===== src/rtl/fifo_reader_if.sv =====
// Bundles the FIFO read port, the burst control/status signals and the output stream.
// master = the reader; slave = the surrounding FIFO, controller and consumer.
interface fifo_reader_if #(
    parameter int FIFO_WIDTH = 8,
    parameter int LEN_W      = 5
);
    logic                  empty;
    logic [FIFO_WIDTH-1:0] dout_b;
    logic                  ren_b;
    logic                  start;
    logic [LEN_W-1:0]      burst_len;
    logic [FIFO_WIDTH-1:0] m_data;
    logic                  m_valid;
    logic                  m_ready;
    logic                  busy;
    logic                  done;
    logic [15:0]           rd_count;

    modport master (
        input  empty, dout_b, start, burst_len, m_ready,
        output ren_b, m_data, m_valid, busy, done, rd_count
    );

    modport slave (
        output empty, dout_b, start, burst_len, m_ready,
        input  ren_b, m_data, m_valid, busy, done, rd_count
    );
endinterface


===== src/rtl/fifo_reader.sv =====
// Burst reader: pulls burst_len words from a registered-read FIFO into a
// 2-entry skid buffer and presents them on a valid/ready stream.
module fifo_reader #(
    parameter int FIFO_WIDTH = 8,
    parameter int LEN_W      = 5
) (
    input  logic          clk_b,
    input  logic          rst,
    fifo_reader_if.master bus
);
    localparam logic [1:0] IDLE   = 2'd0;
    localparam logic [1:0] ACTIVE = 2'd1;
    localparam logic [1:0] DRAIN  = 2'd2;

    logic [1:0]            state_q, state_d;
    logic [LEN_W-1:0]      remaining_q, remaining_d;
    logic                  inflight_q, inflight_d;
    logic [FIFO_WIDTH-1:0] mem_q [2];
    logic [FIFO_WIDTH-1:0] mem_d [2];
    logic                  wr_ptr_q, wr_ptr_d;
    logic                  rd_ptr_q, rd_ptr_d;
    logic [1:0]            cnt_q, cnt_d;
    logic                  done_q, done_d;
    logic [15:0]           rd_count_q, rd_count_d;
    logic                  pop;
    logic                  ren;

    always_comb begin
        pop = (cnt_q != 2'd0) && bus.m_ready;
        // Issue only if the word can still land: occupancy after this edge plus the new read fits in 2.
        ren = (state_q == ACTIVE) && !bus.empty && (remaining_q != '0) &&
              (({1'b0, cnt_q} + {2'b00, inflight_q} - {2'b00, pop}) < 3'd2);

        state_d     = state_q;
        remaining_d = remaining_q;
        inflight_d  = ren;
        mem_d       = mem_q;
        wr_ptr_d    = wr_ptr_q;
        rd_ptr_d    = rd_ptr_q;
        cnt_d       = cnt_q + {1'b0, inflight_q} - {1'b0, pop};
        rd_count_d  = rd_count_q + {15'd0, pop};
        done_d      = 1'b0;

        if (inflight_q) begin
            mem_d[wr_ptr_q] = bus.dout_b;
            wr_ptr_d        = ~wr_ptr_q;
        end
        if (pop) begin
            rd_ptr_d = ~rd_ptr_q;
        end
        if (ren) begin
            remaining_d = remaining_q - LEN_W'(1);
        end

        case (state_q)
            IDLE: begin
                if (bus.start && (bus.burst_len != '0)) begin
                    state_d     = ACTIVE;
                    remaining_d = bus.burst_len;
                end
            end
            ACTIVE: begin
                if (ren && (remaining_q == LEN_W'(1))) begin
                    state_d = DRAIN;
                end
            end
            DRAIN: begin
                if ((cnt_q == 2'd0) && !inflight_q) begin
                    state_d = IDLE;
                    done_d  = 1'b1;
                end
            end
            default: state_d = IDLE;
        endcase
    end

    always_ff @(posedge clk_b or negedge rst) begin
        if (!rst) begin
            state_q     <= IDLE;
            remaining_q <= '0;
            inflight_q  <= 1'b0;
            mem_q[0]    <= '0;
            mem_q[1]    <= '0;
            wr_ptr_q    <= 1'b0;
            rd_ptr_q    <= 1'b0;
            cnt_q       <= 2'd0;
            done_q      <= 1'b0;
            rd_count_q  <= '0;
        end else begin
            state_q     <= state_d;
            remaining_q <= remaining_d;
            inflight_q  <= inflight_d;
            mem_q       <= mem_d;
            wr_ptr_q    <= wr_ptr_d;
            rd_ptr_q    <= rd_ptr_d;
            cnt_q       <= cnt_d;
            done_q      <= done_d;
            rd_count_q  <= rd_count_d;
        end
    end

    assign bus.ren_b    = ren;
    assign bus.m_valid  = (cnt_q != 2'd0);
    assign bus.m_data   = mem_q[rd_ptr_q];
    assign bus.busy     = (state_q != IDLE);
    assign bus.done     = done_q;
    assign bus.rd_count = rd_count_q;
endmodule


===== src/flat_wrapper.sv =====
// flat-port wrapper written by rule: the top's interface ports become plain ports
module fifo_reader_flat 
#(
    parameter int FIFO_WIDTH = 8,
    parameter int LEN_W      = 5
)
  (clk_b, rst, bus_empty, bus_dout_b, bus_start, bus_burst_len, bus_m_ready, bus_ren_b, bus_m_data, bus_m_valid, bus_busy, bus_done, bus_rd_count);
  fifo_reader_if #(.FIFO_WIDTH(FIFO_WIDTH), .LEN_W(LEN_W)) bus_i ();
  input  logic clk_b;
  input  logic rst;
  input wire logic [$bits(bus_i.empty)-1:0] bus_empty;
  input wire logic [$bits(bus_i.dout_b)-1:0] bus_dout_b;
  input wire logic [$bits(bus_i.start)-1:0] bus_start;
  input wire logic [$bits(bus_i.burst_len)-1:0] bus_burst_len;
  input wire logic [$bits(bus_i.m_ready)-1:0] bus_m_ready;
  output wire logic [$bits(bus_i.ren_b)-1:0] bus_ren_b;
  output wire logic [$bits(bus_i.m_data)-1:0] bus_m_data;
  output wire logic [$bits(bus_i.m_valid)-1:0] bus_m_valid;
  output wire logic [$bits(bus_i.busy)-1:0] bus_busy;
  output wire logic [$bits(bus_i.done)-1:0] bus_done;
  output wire logic [$bits(bus_i.rd_count)-1:0] bus_rd_count;
  assign bus_i.empty = bus_empty;
  assign bus_i.dout_b = bus_dout_b;
  assign bus_i.start = bus_start;
  assign bus_i.burst_len = bus_burst_len;
  assign bus_i.m_ready = bus_m_ready;
  assign bus_ren_b = bus_i.ren_b;
  assign bus_m_data = bus_i.m_data;
  assign bus_m_valid = bus_i.m_valid;
  assign bus_busy = bus_i.busy;
  assign bus_done = bus_i.done;
  assign bus_rd_count = bus_i.rd_count;
  fifo_reader #(.FIFO_WIDTH(FIFO_WIDTH), .LEN_W(LEN_W)) u_core (.clk_b(clk_b), .rst(rst), .bus(bus_i));
endmodule

===== config.mk =====
export PLATFORM = sky130hd
export DESIGN_NAME = fifo_reader_flat
export DESIGN_NICKNAME = d
export VERILOG_FILES = /design/src/rtl/fifo_reader_if.sv /design/src/rtl/fifo_reader.sv /design/src/flat_wrapper.sv
export SDC_FILE = /design/constraint.sdc
export NUM_CORES = 1
export LEC_CHECK = 0
export ABC_AREA = 1
export BUFFER_PORTS_ARGS = -buffer_cell sky130_fd_sc_hd__buf_4
export CORE_ASPECT_RATIO = 1.75
export CORE_UTILIZATION = 49
export DETAILED_ROUTE_END_ITERATION = 10
export GPL_TIMING_DRIVEN = 0
export PLACE_DENSITY = 0.74
export RECOVER_POWER = 25
export SYNTH_ARGS = -nofsm -noshare
export SYNTH_HDL_FRONTEND = slang
export SYNTH_SLANG_ARGS = --single-unit

===== constraint.sdc =====
create_clock -name clk_b -period 2.1 [get_ports clk_b]
set_input_delay 0.105 -clock clk_b [delete_from_list [all_inputs] [get_ports clk_b]]
set_output_delay 0.105 -clock clk_b [all_outputs]
set_load 0.01 [all_outputs]

==> reports/results.txt <==
result of the run: finished with violations
violations in the final reports: negative setup slack
Util after Layout: 0.6540
type of element capturing the critical path: output pin
final worst path period share: 1.121
average size of a mapped cell: 8.615 µm²
Pwr Density: 1371 nW/µm²
leakage power: 1.603 nW
via count normalized by instance count: 4.870
Final Hold Vio Count: 0
Die Wd: 54.08 µm
Floorplan Core Area: 4484 µm²
summed area of non-filler cells in the final layout: 2933 µm²
number of top-level pins: 46
post-route non-filler standard cell count: 385
unrepaired setup endpoints after global routing: true
clock tree from TritonCTS: built
maximum number of pins on one net before global-route repair: 46
post-route setup TNS: -1.190 ns
final slew viol count: 0
fraction of synthesis flops using an asynchronous set or reset pin: 1.000
area added between synthesis and finish: 26.09%
internal reg-to-reg setup slack: -0.18 ns
layout cells sized above 1: 0.2994
height of the die: 93.14 µm
count of max-cap constraint violations: 0
highest attainable clock frequency: 0.4247 GHz
area after detailed placement: 2740 µm²
antenna violations before repair: 0
final weighted congestion in routability-driven placement: 0.8179
worst skew pair latency: 0.30 ns
initial cell density of the core: 0.5187
launching element type of the critical path: flip-flop
number of cells in the design after placement: 366
final net count: 357
Finish-stage setup viols: 8
fraction of the yosys area taken by sequential cells: 0.4841
cell types occupying the most area after synthesis: sky130_fd_sc_hd__dfrtp_1 (48%), sky130_fd_sc_hd__nand2_1 (14%), sky130_fd_sc_hd__inv_1 (5.5%)
peak supply drop: 0.8821 mV
count of buffers from port buffering: 45
antenna diode count: 0
post-route setup slack: -0.2548 ns
most common cell in the netlist: sky130_fd_sc_hd__nand2_1
Final min period: 2.355 ns
vias in the first global route: 1,857
number of flops mapped to enable cells by yosys: 0
Max Clock Skew: 0.003526 ns
clock transition at the registers of the reported paths: 0.08 ns
type of the setup path with the least slack: flip-flop to output pin
Top FF cell, synth: sky130_fd_sc_hd__dfrtp_1
total clock buffers created by CTS: 5
Yosys top cell area share: 0.4841
residual DRC count: 0
total of flip-flops plus latches after synthesis: 45
total of fill cells in the finished design: 418
sinks on the clock net: 45
HPWL after detailed placement: 3202 µm
arrival time reported for the critical path endpoint: 2.25 ns
netlist area before placement: 2326 µm²
Tightest Pin Transition: 1.080 ns
Critical Path Fanout Max: 2
Req. time, crit path: 2.00 ns
GRT Residual Overflow: 0
initial DRC count: 38
final wirelength: 4452 µm
Die ar.: 5037 µm²
Routed wire per std cell: 11.56 µm
top cell types by occurrence after synthesis: sky130_fd_sc_hd__nand2_1 (89), sky130_fd_sc_hd__dfrtp_1 (45), sky130_fd_sc_hd__inv_1 (34)
clock root buffer: sky130_fd_sc_hd__clkbuf_8
global-route usage over all layers: 0.2079
Tightest Hold Check Type: primary input to flip-flop
iteration count of the initial detailed-routing pass: 4
Syn Nets: 294
maximum buffer depth of the clock tree: 2
standard-cell row count: 32
routed via count: 1,875
count of different cell masters after synthesis: 32
wire length of the first global-routing pass: 7721 µm
H-tree depth reported by CTS: 2
Max transition margin: 0.2800
DRT antenna net count: 0
number of instances in the synthesized netlist: 270
post-synthesis cell type with the largest combined area: sky130_fd_sc_hd__dfrtp_1
Yosys Warn Count: 0
-- final timing paths --
check,start,cells past startpoint,to
worst max-delay path,u_core.cnt_q[1],12,bus_ren_b
worst min-delay path,bus_burst_len[3],3,u_core.remaining_q[3]
worst max register to register,u_core.cnt_q[1],15,u_core.remaining_q[4]
worst min register to register,u_core.state_q[0],1,u_core.bus.done
max in group asynchronous,rst,2,u_core.bus.rd_count[10]
min in group asynchronous,rst,2,u_core.bus.done
-- cells by family (layout without fill, tap and decap cells) --
group,after synthesis,count (layout),share of synthesized area
buffers and inverters,44,108,0.08229
DFF,45,45,0.4841
adders and majority gates,6,6,0.03550
AOI/OAI and AO/OA,22,22,0.06078
xor gates and xnor gates,13,13,0.04895
and+or+nand+nor,140,140,0.2883
-- worst max-delay path, cell delays in order (launching register included) --
cell and delay, ns:
sky130_fd_sc_hd__dfrtp_1 0.40, sky130_fd_sc_hd__inv_2 0.09, sky130_fd_sc_hd__nand2_4 0.06, sky130_fd_sc_hd__nand2_4 0.06, sky130_fd_sc_hd__xor2_1 0.15, sky130_fd_sc_hd__ha_2 0.20
sky130_fd_sc_hd__inv_2 0.03, sky130_fd_sc_hd__fa_1 0.50, sky130_fd_sc_hd__nand2_1 0.07, sky130_fd_sc_hd__nor2_2 0.13, sky130_fd_sc_hd__nand3_4 0.10, sky130_fd_sc_hd__inv_4 0.07
sky130_fd_sc_hd__buf_6 0.09
-- per-layer routing --
layer | wire, µm | part of all wire | up-vias | track usage
li1 | - | - | 957 | -
met3 | 152 | 0.034 | 7 | 0.03415
met2 | 2444 | 0.55 | 45 | 0.3642
met4 | 84 | 0.019 | 0 | 0.1026
met1 | 1770 | 0.40 | 866 | 0.2294
met5 | 0 | 0 | - | 0
-- stage by stage --
stage / power [mW] / hold slack (ns) / worst slack (ns)
6_report: 4.020 / 0.01278 / -0.2548
5_1_grt: 4.367 / 0.01244 / -0.3922
4_1_cts: 4.016 / 0.007926 / -0.3704
3_5_place_dp: 3.290 / 0.1405 / -0.2540
3_3_place_gp: 3.234 / 0.1384 / -0.2083
2_1_floorplan: 2.663 / -0.1906 / -0.01817
-- placed cells by master (no fill, tap or decap), drive strengths merged --
cell type and n:
a21oi 3, a31oi 1, buf 57, clkbuf 9, clkinv 3, dfrtp 45, dlygate4sd3 1, fa 1
ha 5, inv 38, nand2 92, nand3 22, nand3b 2, nand4 1, nor2 18, nor3 4
o21ai 18, or2 1, xnor2 2, xor2 11
-- where the power goes --
part | switching [mW] | internal, mW
combinational | 1.07 | 0.903
clock | 0.292 | 0.298
sequential | 0.262 | 1.20
-- sequential cells by signal (all words and copies together), names as in the netlist --
name,count
u_core.bus.done,1
u_core.bus.rd_count,16
u_core.cnt_q,2
u_core.inflight_q,1
u_core.mem_q,16
u_core.rd_ptr_q,1
u_core.remaining_q,5
u_core.state_q,2
u_core.wr_ptr_q,1
-- area by class of cell --
cell class                      instances  area, µm²  area share
Timing Repair Buffer                   56      424.2      0.1446
Inverter                               40      153.9     0.05247
Tap cell                               51      63.81     0.02176
Buffer                                  4      40.04     0.01365
Clock inverter                          1      5.005    0.001706
Sequential cell                        45       1126      0.3840
Multi-Input combinational cell        181       1023      0.3490
Clock buffer                            7      96.34     0.03285
-- repair_timing --
action / in CTS / in global routing
endpoints found under the setup margin: 9 / 9
hold buffers: 1 / 0
hold endpoints to repair: 45 / 0
resized for setup: 5 / 0
setup buffers: 7 / 3
pin swaps: 8 / 8
cloned: 0 / 0
Note: power is estimated with default switching activity, not from simulation.
